[src/rtl/row_buffer_sequencer_pkg.sv]
// Shared types and default widths for the vertical-FIR row buffer sequencer.
// MAX_RES_TARX is the project-wide buffer capacity in pixels.
`ifndef MAX_RES_TARX
`define MAX_RES_TARX 1919
`endif

package row_buffer_sequencer_pkg;

    localparam int DATA_W_DEF = 8;
    localparam int PTR_W_DEF  = 11;
    localparam int ROW_W_DEF  = 11;

    typedef enum logic [2:0] {
        S_IDLE  = 3'd0,
        S_FIRST = 3'd1,
        S_MID   = 3'd2,
        S_LAST  = 3'd3,
        S_FLUSH = 3'd4
    } state_t;

endpackage

[src/rtl/rbs_pos_counter.sv]
// Column/row position tracker for one frame; the flags are decoded from the
// current position so the FSM can act on the pixel being accepted.
module rbs_pos_counter
    import row_buffer_sequencer_pkg::*;
#(
    parameter int PTR_W = PTR_W_DEF,
    parameter int ROW_W = ROW_W_DEF
) (
    input  logic             clk,
    input  logic             rst,
    input  logic             clear,
    input  logic             advance,
    input  logic [PTR_W-1:0] line_len,
    input  logic [ROW_W-1:0] num_rows,
    output logic             col_last,
    output logic             row_next_last
);

    logic [PTR_W-1:0] col_r;
    logic [ROW_W-1:0] row_r;

    // row_next_last: the row after the current one is the final row of the frame
    assign col_last      = (col_r == (line_len - PTR_W'(1)));
    assign row_next_last = (row_r == (num_rows - ROW_W'(2)));

    // Column wraps at line_len-1 and carries into the row count
    always_ff @(posedge clk or posedge rst) begin
        if (rst) begin
            col_r <= '0;
            row_r <= '0;
        end else if (clear) begin
            col_r <= '0;
            row_r <= '0;
        end else if (advance) begin
            if (col_last) begin
                col_r <= '0;
                row_r <= row_r + ROW_W'(1);
            end else begin
                col_r <= col_r + PTR_W'(1);
            end
        end
    end

endmodule

[src/rtl/row_buffer_sequencer.sv]
// Writes each row into the single-row buffer while reading the previous row
// back in lockstep, emitting aligned (previous, current) pixel pairs.
`ifndef MAX_RES_TARX
`define MAX_RES_TARX 1919
`endif

module row_buffer_sequencer
    import row_buffer_sequencer_pkg::*;
#(
    parameter int DATA_W       = DATA_W_DEF,
    parameter int MAX_RES_TARX = `MAX_RES_TARX,
    parameter int PTR_W        = PTR_W_DEF,
    parameter int ROW_W        = ROW_W_DEF
) (
    input  logic              clk,
    input  logic              rst,
    input  logic              frame_start,
    input  logic [PTR_W-1:0]  line_len,
    input  logic [ROW_W-1:0]  num_rows,
    input  logic              in_valid,
    output logic              in_ready,
    input  logic [DATA_W-1:0] in_data,
    output logic              buf_wr_en,
    output logic [DATA_W-1:0] buf_wr_data,
    output logic              buf_rd_en,
    input  logic [DATA_W-1:0] buf_rd_data,
    output logic              out_valid,
    input  logic              out_ready,
    output logic [DATA_W-1:0] out_cur,
    output logic [DATA_W-1:0] out_prev,
    output logic              out_col_last,
    output logic              out_row_last,
    output logic              frame_done,
    output logic              busy,
    output logic              cfg_err
);

    state_t           state_r;
    logic [PTR_W-1:0] len_r;
    logic [ROW_W-1:0] rows_r;
    logic [PTR_W-1:0] occ_r;
    logic             cfg_ok_s;
    logic             start_s;
    logic             accept_s;
    logic             streaming_s;
    logic             col_last_s;
    logic             row_next_last_s;

    assign cfg_ok_s    = (line_len != '0) && (line_len <= PTR_W'(MAX_RES_TARX)) &&
                         (num_rows >= ROW_W'(2));
    assign start_s     = (state_r == S_IDLE) && frame_start && cfg_ok_s;
    assign streaming_s = (state_r == S_MID) || (state_r == S_LAST);
    assign accept_s    = in_valid && in_ready;
    assign busy        = (state_r != S_IDLE);
    assign buf_wr_data = in_data;
    // Gated so a reset or idle output never shows stale buffer contents
    assign out_prev    = out_valid ? buf_rd_data : '0;

    // Input handshake and buffer strobes; a mid-frame frame_start blocks the accept
    always_comb begin
        in_ready  = 1'b0;
        buf_wr_en = 1'b0;
        buf_rd_en = 1'b0;
        case (state_r)
            S_FIRST: begin
                in_ready  = !frame_start;
                buf_wr_en = in_valid && !frame_start;
            end
            S_MID: begin
                in_ready  = !frame_start && (!out_valid || out_ready);
                buf_wr_en = in_valid && in_ready;
                buf_rd_en = in_valid && in_ready;
            end
            S_LAST: begin
                in_ready  = !frame_start && (!out_valid || out_ready);
                buf_rd_en = in_valid && in_ready;
            end
            S_FLUSH: begin
                buf_rd_en = (occ_r != '0);
            end
            default: begin
                in_ready = 1'b0;
            end
        endcase
    end

    rbs_pos_counter #(
        .PTR_W (PTR_W),
        .ROW_W (ROW_W)
    ) u_pos (
        .clk           (clk),
        .rst           (rst),
        .clear         (start_s),
        .advance       (accept_s),
        .line_len      (len_r),
        .num_rows      (rows_r),
        .col_last      (col_last_s),
        .row_next_last (row_next_last_s)
    );

    // Sequencer FSM, occupancy counter and output pair register
    always_ff @(posedge clk or posedge rst) begin
        if (rst) begin
            state_r      <= S_IDLE;
            len_r        <= '0;
            rows_r       <= '0;
            occ_r        <= '0;
            out_valid    <= 1'b0;
            out_cur      <= '0;
            out_col_last <= 1'b0;
            out_row_last <= 1'b0;
            frame_done   <= 1'b0;
            cfg_err      <= 1'b0;
        end else begin
            frame_done <= 1'b0;

            case ({buf_wr_en, buf_rd_en})
                2'b10:   occ_r <= occ_r + PTR_W'(1);
                2'b01:   occ_r <= occ_r - PTR_W'(1);
                default: occ_r <= occ_r;
            endcase

            if (accept_s && streaming_s) begin
                out_valid    <= 1'b1;
                out_cur      <= in_data;
                out_col_last <= col_last_s;
                out_row_last <= (state_r == S_LAST);
            end else if (out_ready) begin
                out_valid <= 1'b0;
            end

            case (state_r)
                S_IDLE: begin
                    if (frame_start) begin
                        if (cfg_ok_s) begin
                            len_r   <= line_len;
                            rows_r  <= num_rows;
                            cfg_err <= 1'b0;
                            state_r <= S_FIRST;
                        end else begin
                            cfg_err <= 1'b1;
                        end
                    end
                end
                S_FIRST, S_MID, S_LAST: begin
                    if (frame_start) begin
                        cfg_err   <= 1'b1;
                        out_valid <= 1'b0;
                        state_r   <= S_FLUSH;
                    end else if (accept_s && col_last_s) begin
                        if (state_r == S_LAST) begin
                            frame_done <= 1'b1;
                            state_r    <= S_IDLE;
                        end else if (row_next_last_s) begin
                            state_r <= S_LAST;
                        end else begin
                            state_r <= S_MID;
                        end
                    end
                end
                S_FLUSH: begin
                    if (frame_start) begin
                        cfg_err <= 1'b1;
                    end
                    if (occ_r == '0) begin
                        frame_done <= 1'b1;
                        state_r    <= S_IDLE;
                    end
                end
                default: begin
                    state_r <= S_IDLE;
                end
            endcase
        end
    end

endmodule

[config.mk]
export PLATFORM = sky130hd
export DESIGN_NAME = row_buffer_sequencer
export DESIGN_NICKNAME = d
export VERILOG_FILES = /design/src/rtl/row_buffer_sequencer_pkg.sv /design/src/rtl/rbs_pos_counter.sv /design/src/rtl/row_buffer_sequencer.sv
export SDC_FILE = /design/constraint.sdc
export NUM_CORES = 1
export LEC_CHECK = 0
export CORE_ASPECT_RATIO = 1.75
export CORE_MARGIN = 3
export CORE_UTILIZATION = 35
export CTS_CLUSTER_SIZE = 28
export DETAILED_ROUTE_END_ITERATION = 8
export SLEW_MARGIN = 20
export SYNTH_ARGS = -nofsm -noshare
export SYNTH_HDL_FRONTEND = slang
export SYNTH_HIERARCHICAL = 1
export SYNTH_SLANG_ARGS = --single-unit
export TNS_END_PERCENT = 100
[constraint.sdc]
create_clock -name clk -period 6.8 [get_ports clk]
set_input_delay 0.68 -clock clk [delete_from_list [all_inputs] [get_ports clk]]
set_output_delay 0.68 -clock clk [all_outputs]
set_load 0.01 [all_outputs]
==> results of run 1 <==
==> final cells by class <==
type / instances / area (um^2) / share of cell area
clock inverter: 4 / 22.5 / 0.00408
sequential: 71 / 1780 / 0.321
multi-input combinational: 340 / 2430 / 0.441
tap: 165 / 206 / 0.0374
inverter: 22 / 85.1 / 0.0154
clock buffer: 11 / 243 / 0.0439
timing repair buffer: 76 / 758 / 0.137
==> how the worst min path moves through the flow <==
stage / slack [ns] / cells past startpoint / to / startpoint
2_1_floorplan: 0.48 / 1 / rows_r[0] / rows_r[0]
3_3_place_gp: 0.49 / 1 / out_cur[4] / out_cur[4]
3_5_place_dp: 0.49 / 1 / out_cur[0] / out_cur[0]
4_1_cts: 0.51 / 1 / out_cur[0] / out_cur[0]
5_1_grt: 0.52 / 1 / out_cur[2] / out_cur[2]
6_report: 0.50 / 1 / out_cur[4] / out_cur[4]
==> through the flow <==
step / util / instance area (um^2) / hold WS [ns] / worst slack [ns] / cells
after floorplan: - / 4430 / 0.478 / 2.79 / 454
after global placement: 0.431 / 5260 / 0.492 / 2.36 / 674
after global routing: 0.453 / 5530 / 0.520 / 1.99 / 689
after detailed placement: 0.431 / 5260 / 0.495 / 2.17 / 674
after CTS: 0.453 / 5530 / 0.508 / 2.44 / 689
final: 0.453 / 5530 / 0.505 / 2.44 / 689
==> registers in the layout (all words and copies together), names as in the netlist <==
name,flops
cfg_err,1
out_row_last,1
u_pos/col_r,11
rows_r,11
len_r,11
out_valid,1
u_pos/row_r,11
out_cur,8
frame_done,1
state_r,3
occ_r,11
out_col_last,1
==> logic make-up after synthesis <==
family | count (synthesis) | share of synthesized area
DFF | 71 | 0.401
AOI/OAI and AO/OA | 79 | 0.125
buffers and inverters | 43 | 0.0502
and+or+nand+nor | 163 | 0.191
xor gates and xnor gates | 43 | 0.0883
muxes | 40 | 0.100
adders and majority gates | 15 | 0.0440
==> per-layer routing <==
layer  wire length, um  vias up  GRT usage
met2              5930       63      0.300
met5                 0        -          0
met3               262       14     0.0261
met4               257        0     0.0806
li1                  -     1743          -
met1              4210     1759      0.174
==> cell usage after synthesis (4+ instances only) <==
cell	count
nand2_1	36
o211ai_1	6
o21ai_0	25
inv_1	22
xor2_1	22
or3_1	4
buf_4	8
mux2_2	19
nor2_1	39
and2_1	10
dfrtp_1	71
nor4_1	8
a21oi_1	16
mux2i_1	4
a31oi_1	4
nand4_1	10
mux2_1	17
xnor2_1	20
nor3_1	15
nand3_1	16
clkbuf_1	5
ha_1	14
o21a_1	4
==> placed cells by master (no fill, tap or decap), drive strengths merged, types with 11 or more instances in the layout <==
master	netlist	layout
clkdlybuf4s50	0	75
dfrtp	71	71
nor2	39	39
nand2	37	37
mux2	36	36
o21ai	25	25
xor2	22	22
inv	22	22
xnor2	20	20
a21oi	16	16
nand3	16	16
nor3	16	16
ha	14	14
clkbuf	5	11
==> power breakdown <==
group	total [uW]	switching (uW)	internal, uW
clock network	424	171	253
registers	699	155	544
logic	874	461	413
total	2000	788	1210
==> metrics.md, run 1 <==
| Metric | Value |
|---|---|
| Starting Density | `0.363` |
| Peak VDD IR | `0.223 mV` |
| Final setup violation count | `0` |
| Startpoint types | `register` |
| DP Wirelength | `8280 um` |
| Detailed-router iteration count before antenna repair | `4` |
| P per Cell Area | `361 nW/um^2` |
| CP Capture Point | `u_pos/col_r[5]` |
| Row count | `53` |
| Skew final | `0.0111 ns` |
| Most used cell, CP | `inv_1` |
| R2r worst-path depth | `12` |
| Chip width | `91.1 um` |
| Port Buffers | `75` |
| Clock Sinks | `71` |
| R2r startpoint | `len_r[0]` |
| CP Cell Sequence | `inv_1 > ha_1 > nor3b_1 > a21oi_1 > nand4b_1 > or4b_2 > inv_1 > a311oi_2 > nor3_4 > buf_4 > nand2b_1 > nor2_1` |
| Global route overflow | `0` |
| Unrepaired setup endpoints after global routing | `false` |
| Number of fill cells | `1,189` |
| All-layer global routing usage | `0.161` |
| Asr flop ratio synth | `1.00` |
| Routed WL | `10,700 um` |
| Layout cells sized above 1 | `0.0916` |
| Synth unique cells | `65` |
| TritonCTS clock tree | `done` |
| Stages on the worst setup path | `12` |
| Crit Path Max Fanout | `27` |
| Pins over their slew limit | `0` |
| Vias | `3,579` |
| Number of global-route vias before repair | `3,738` |
| Worst min-delay path category | `register to register` |
| Leakage | `0.00230 uW` |
| Vias per inst | `5.19` |
| DRT antenna net count | `0` |
| Mapped Avg Cell Area | `9.77 um^2` |
| Number of flops mapped to enable cells by yosys | `0` |
| #FFs+latches synth | `71` |
| Area of the mapped netlist | `4430 um^2` |
| Max-cap viol count | `0` |
| DRT iter0 DRCs | `168` |
| WS Path Type | `register to register` |
| Reg-to-Reg End | `u_pos/col_r[5]` |
| Worst Tran Pin Value | `0.996 ns` |
| Fin. Hold Viols | `0` |
| CTS root buf | `clkbuf_16` |
| Layout net count | `578` |
| Setup TNS | `0 ns` |
| Slowest CP cell | `or4b_2` |
| Critical path arrival | `4.56 ns` |
| First-pass GRT wire length | `18,300 um` |
| Core Region | `12,200 um^2` |
| Synthesized net count | `512` |
| Clk pin slew, worst setup/hold paths | `0.05 ns` |
| Pin count of the biggest net entering global routing | `50` |
| CP startpoint | `len_r[0]` |
| Synth Instances | `454` |
| Rel. slew slack | `0.319` |
| Post-synthesis sequential area ratio | `0.401` |
| Post-CTS Resized | `0` |
| Fin crit period | `4.36 ns` |
| Buffers inserted by post-CTS timing repair | `0` |
| Critical path endpoint category | `register` |
| Total die area | `14,100 um^2` |
| Clock buffer depth | `2` |
| Crit path max-delay family | `simple AND/OR/NAND/NOR gates` |
| Reg-to-reg setup timing slack | `2.44 ns` |
| CTS Hold Bufs | `0` |
| DRC Markers | `0` |
| WP buf/inv | `3` |
| Top FF cell, synth | `dfrtp_1` |
| Synth warn | `6` |
| H-tree levels | `3` |
| Initial antenna violation count | `0` |
| Die height | `155 um` |
| Run status | `completed` |
| Num CTS Buffers | `9` |
| Wirelength per Cell | `15.5 um` |
| Share of the synthesized area in the top cell type | `0.401` |
| Num ports | `76` |
| Dominant cell type by area after synthesis | `dfrtp_1` |
| Worst path max stage delay | `0.74 ns` |
| Worst skew pair latency | `0.33 ns` |
| Antenna cells | `0` |
| Area contributors post-synth | `dfrtp_1 40%, mux2_2 4.8%, xor2_1 4.3%, mux2_1 4.3%, ha_1 4.0%` |
| Fin crit share | `0.641` |
| Total power | `2000 uW` |
| Area Growth Syn to Fin | `24.6%` |
| Routability congestion estimate | `0.833` |
| Fmax | `229 MHz` |
| Critical Path RT | `7.00 ns` |
No activity file was read; power rests on OpenSTA's default activity.
==> run 2, diff against run 1 <==
Clock period 6.8 ns to 3.7 ns, I/O delays scaled along.
==> run 2 against run 1 <==
Non-clock buffer count rose by 33; register-to-register slack lost 2.2 ns; highest routed layer unchanged; clock power rose by 140%; sequential share of layout area down 1.8 points; worst hold slack got worse by 0.010 ns; critical path depth is 2 higher; sequential power rose by 79%; largest cell class unchanged; wire length grew 8.0%.
==> metrics.md, run 2 (synthesis results as in run 1) <==
| Metric | Value |
|---|---|
| Number of global-route vias before repair | `3,960 (was 3,738)` |
| Fin crit share | `0.923 (was 0.641)` |
| DP Wirelength | `9100 um (was 8280 um)` |
| Post-CTS Resized | `0 (unchanged)` |
| Fin. Hold Viols | `0 (unchanged)` |
| Global route overflow | `0 (unchanged)` |
| DRT iter0 DRCs | `131 (was 168)` |
| Fin crit period | `3.41 ns (was 4.36 ns)` |
| Vias per inst | `5.17 (was 5.19)` |
| GRT Max-Usage Layer | `met2 (unchanged)` |
| Final instance area | `5860 um^2 (was 5530 um^2)` |
| Layout net count | `611 (was 578)` |
| R2r startpoint | `len_r[1] (was len_r[0])` |
| Final worst slack | `0.285 ns (was 2.44 ns)` |
| Total die area | `14,100 um^2 (unchanged)` |
| Leakage | `0.00250 uW (was 0.00230 uW)` |
| Met2 Resource Use GR | `0.327 (was 0.300)` |
| Pins over their slew limit | `0 (unchanged)` |
| Psw | `1540 uW (was 788 uW)` |
| Unrepaired setup endpoints after global routing | `false (unchanged)` |
| Most frequent cells in the layout | `75 x clkdlybuf4s50_1, 71 x dfrtp_1, 39 x nor2_1, 36 x nand2_1, 34 x buf_4 (was 75 x clkdlybuf4s50_1, 71 x dfrtp_1, 39 x nor2_1, 36 x nand2_1, 25 x o21ai_0)` |
| Sequential share of power | `0.301 (was 0.350)` |
| Skew final | `0.00787 ns (was 0.0111 ns)` |
| Startpoint types | `register (unchanged)` |
| Num ports | `76 (unchanged)` |
| M1 GR Usage | `0.173 (was 0.174)` |
| Routed WL | `11,500 um (was 10,700 um)` |
| Detailed-router iteration count before antenna repair | `4 (unchanged)` |
| Num CTS Buffers | `9 (unchanged)` |
| Die height | `155 um (unchanged)` |
| Reg-to-Reg End | `u_pos/col_r[9] (was u_pos/col_r[5])` |
| Starting Density | `0.363 (unchanged)` |
| Placed Area | `5510 um^2 (was 5260 um^2)` |
| Worst skew pair latency | `0.33 ns (about the same)` |
| Most common cell after layout, fill and taps aside | `clkdlybuf4s50_1 (unchanged)` |
| TritonCTS clock tree | `done (unchanged)` |
| Worst min-delay path category | `primary input to async pin (was register to register)` |
| Int Power | `2620 uW (was 1210 uW)` |
| Fmax | `293 MHz (was 229 MHz)` |
| P per Cell Area | `710 nW/um^2 (was 361 nW/um^2)` |
| Antenna cells | `0 (unchanged)` |
| Wirelength per Cell | `16.0 um (was 15.5 um)` |
| Buffers inserted by post-CTS timing repair | `0 (unchanged)` |
| M3 GR Usage | `0.0295 (was 0.0261)` |
| Initial antenna violation count | `0 (unchanged)` |
| Sw frac | `0.370 (was 0.394)` |
| Routability congestion estimate | `0.868 (was 0.833)` |
| R2r worst-path depth | `14 (was 12)` |
| CTS root buf | `clkbuf_16 (unchanged)` |
| All-layer global routing usage | `0.168 (was 0.161)` |
| Rel. slew slack | `0.425 (was 0.319)` |
| Final hold slack | `0.495 ns (was 0.505 ns)` |
| Worst Tran Pin Value | `0.861 ns (was 0.996 ns)` |
| WS Path Type | `register to register (unchanged)` |
| First-pass GRT wire length | `19,100 um (was 18,300 um)` |
| Layout cells sized above 1 | `0.151 (was 0.0916)` |
| Critical path arrival | `3.62 ns (was 4.56 ns)` |
| H-tree levels | `3 (unchanged)` |
| Port Buffers | `75 (unchanged)` |
| Core Region | `12,200 um^2 (unchanged)` |
| Clock Sinks | `71 (unchanged)` |
| Row count | `53 (unchanged)` |
| Clk pin slew, worst setup/hold paths | `0.06 ns (was 0.05 ns)` |
| Pre-CTS WS | `0.0142 ns (was 2.17 ns)` |
| Critical Path RT | `3.90 ns (was 7.00 ns)` |
| Max-cap viol count | `0 (unchanged)` |
| Chip width | `91.1 um (unchanged)` |
| Reg-to-reg setup timing slack | `0.29 ns (was 2.44 ns)` |
| CTS Hold Bufs | `0 (unchanged)` |
| Area Growth Syn to Fin | `32.2% (was 24.6%)` |
| Final setup violation count | `0 (unchanged)` |
| Clock buffer depth | `2 (unchanged)` |
| Share of total power in the clock network | `0.243 (was 0.212)` |
| Vias | `3,730 (was 3,579)` |
| Run status | `completed (unchanged)` |
| Pin count of the biggest net entering global routing | `29 (was 50)` |
| DRT antenna net count | `0 (unchanged)` |
| Share of power burned in combinational logic | `0.456 (was 0.438)` |
| DRC Markers | `0 (unchanged)` |
| Crit Path Max Fanout | `5 (was 27)` |
| Critical path endpoint category | `register (unchanged)` |
| Peak VDD IR | `0.477 mV (was 0.223 mV)` |
[run 2: worst max-delay path: stages (launching register included)]
cell      delay, ns
dfrtp_1        0.40
or4_4          0.57
or2_0          0.22
o32a_1         0.39
nand2_1        0.09
or4b_4         0.48
inv_1          0.11
a311oi_2       0.15
nor3_4         0.20
o21ai_0        0.15
nor2_1         0.12
nand2_1        0.10
nor2_1         0.13
xnor2_1        0.13
nor2_1         0.06
[run 2: final cells by class]
| cell class | instances | area, um^2 |
|---|---|---|
| flip-flops and latches | 71 | 1780 |
| clock inverters | 5 | 106 |
| inverters | 22 | 82.6 |
| multi-input cells | 340 | 2440 |
| well taps | 165 | 206 |
| clock buffers | 10 | 239 |
| repair buffers | 109 | 1010 |
| fillers | 1164 | 6340 |
[run 2: through the flow]
step	util	power, uW	std cells	setup TNS, ns
global placement	0.451	3090	707	0
global route	0.480	4460	722	0
detailed placement	0.451	3160	707	0
finish	0.480	4160	722	0
CTS	0.480	4190	722	0
floorplan	-	2490	454	-0.0393
[run 2: how the worst max path moves through the flow]
stage	startpoint	endpoint	slack [ns]	cells after the start
6_report	len_r[1]	u_pos/col_r[9]	0.29	14
5_1_grt	state_r[1]	occ_r[8]	0.0003	14
4_1_cts	len_r[1]	u_pos/col_r[9]	0.006	11
3_5_place_dp	out_ready	occ_r[8]	0.01	14
3_3_place_gp	len_r[1]	u_pos/col_r[5]	0.13	11
2_1_floorplan	len_r[0]	u_pos/col_r[7]	-0.02	15
[run 2: layer usage]
metal / up-vias / part of all wire
met4: 0 / 0.029
met2: 69 / 0.57
met5: - / 0
met1: 1834 / 0.37
met3: 23 / 0.028
li1: 1804 / -
[run 2: power groups by stage]
stage               registers (uW)  logic [uW]  clock network, uW
floorplan                     1180        1310                  0
detailed placement            1260        1890                  0
CTS                           1250        1900               1030
finish                        1250        1900               1010
global placement              1260        1840                  0
global route                  1290        2110               1060
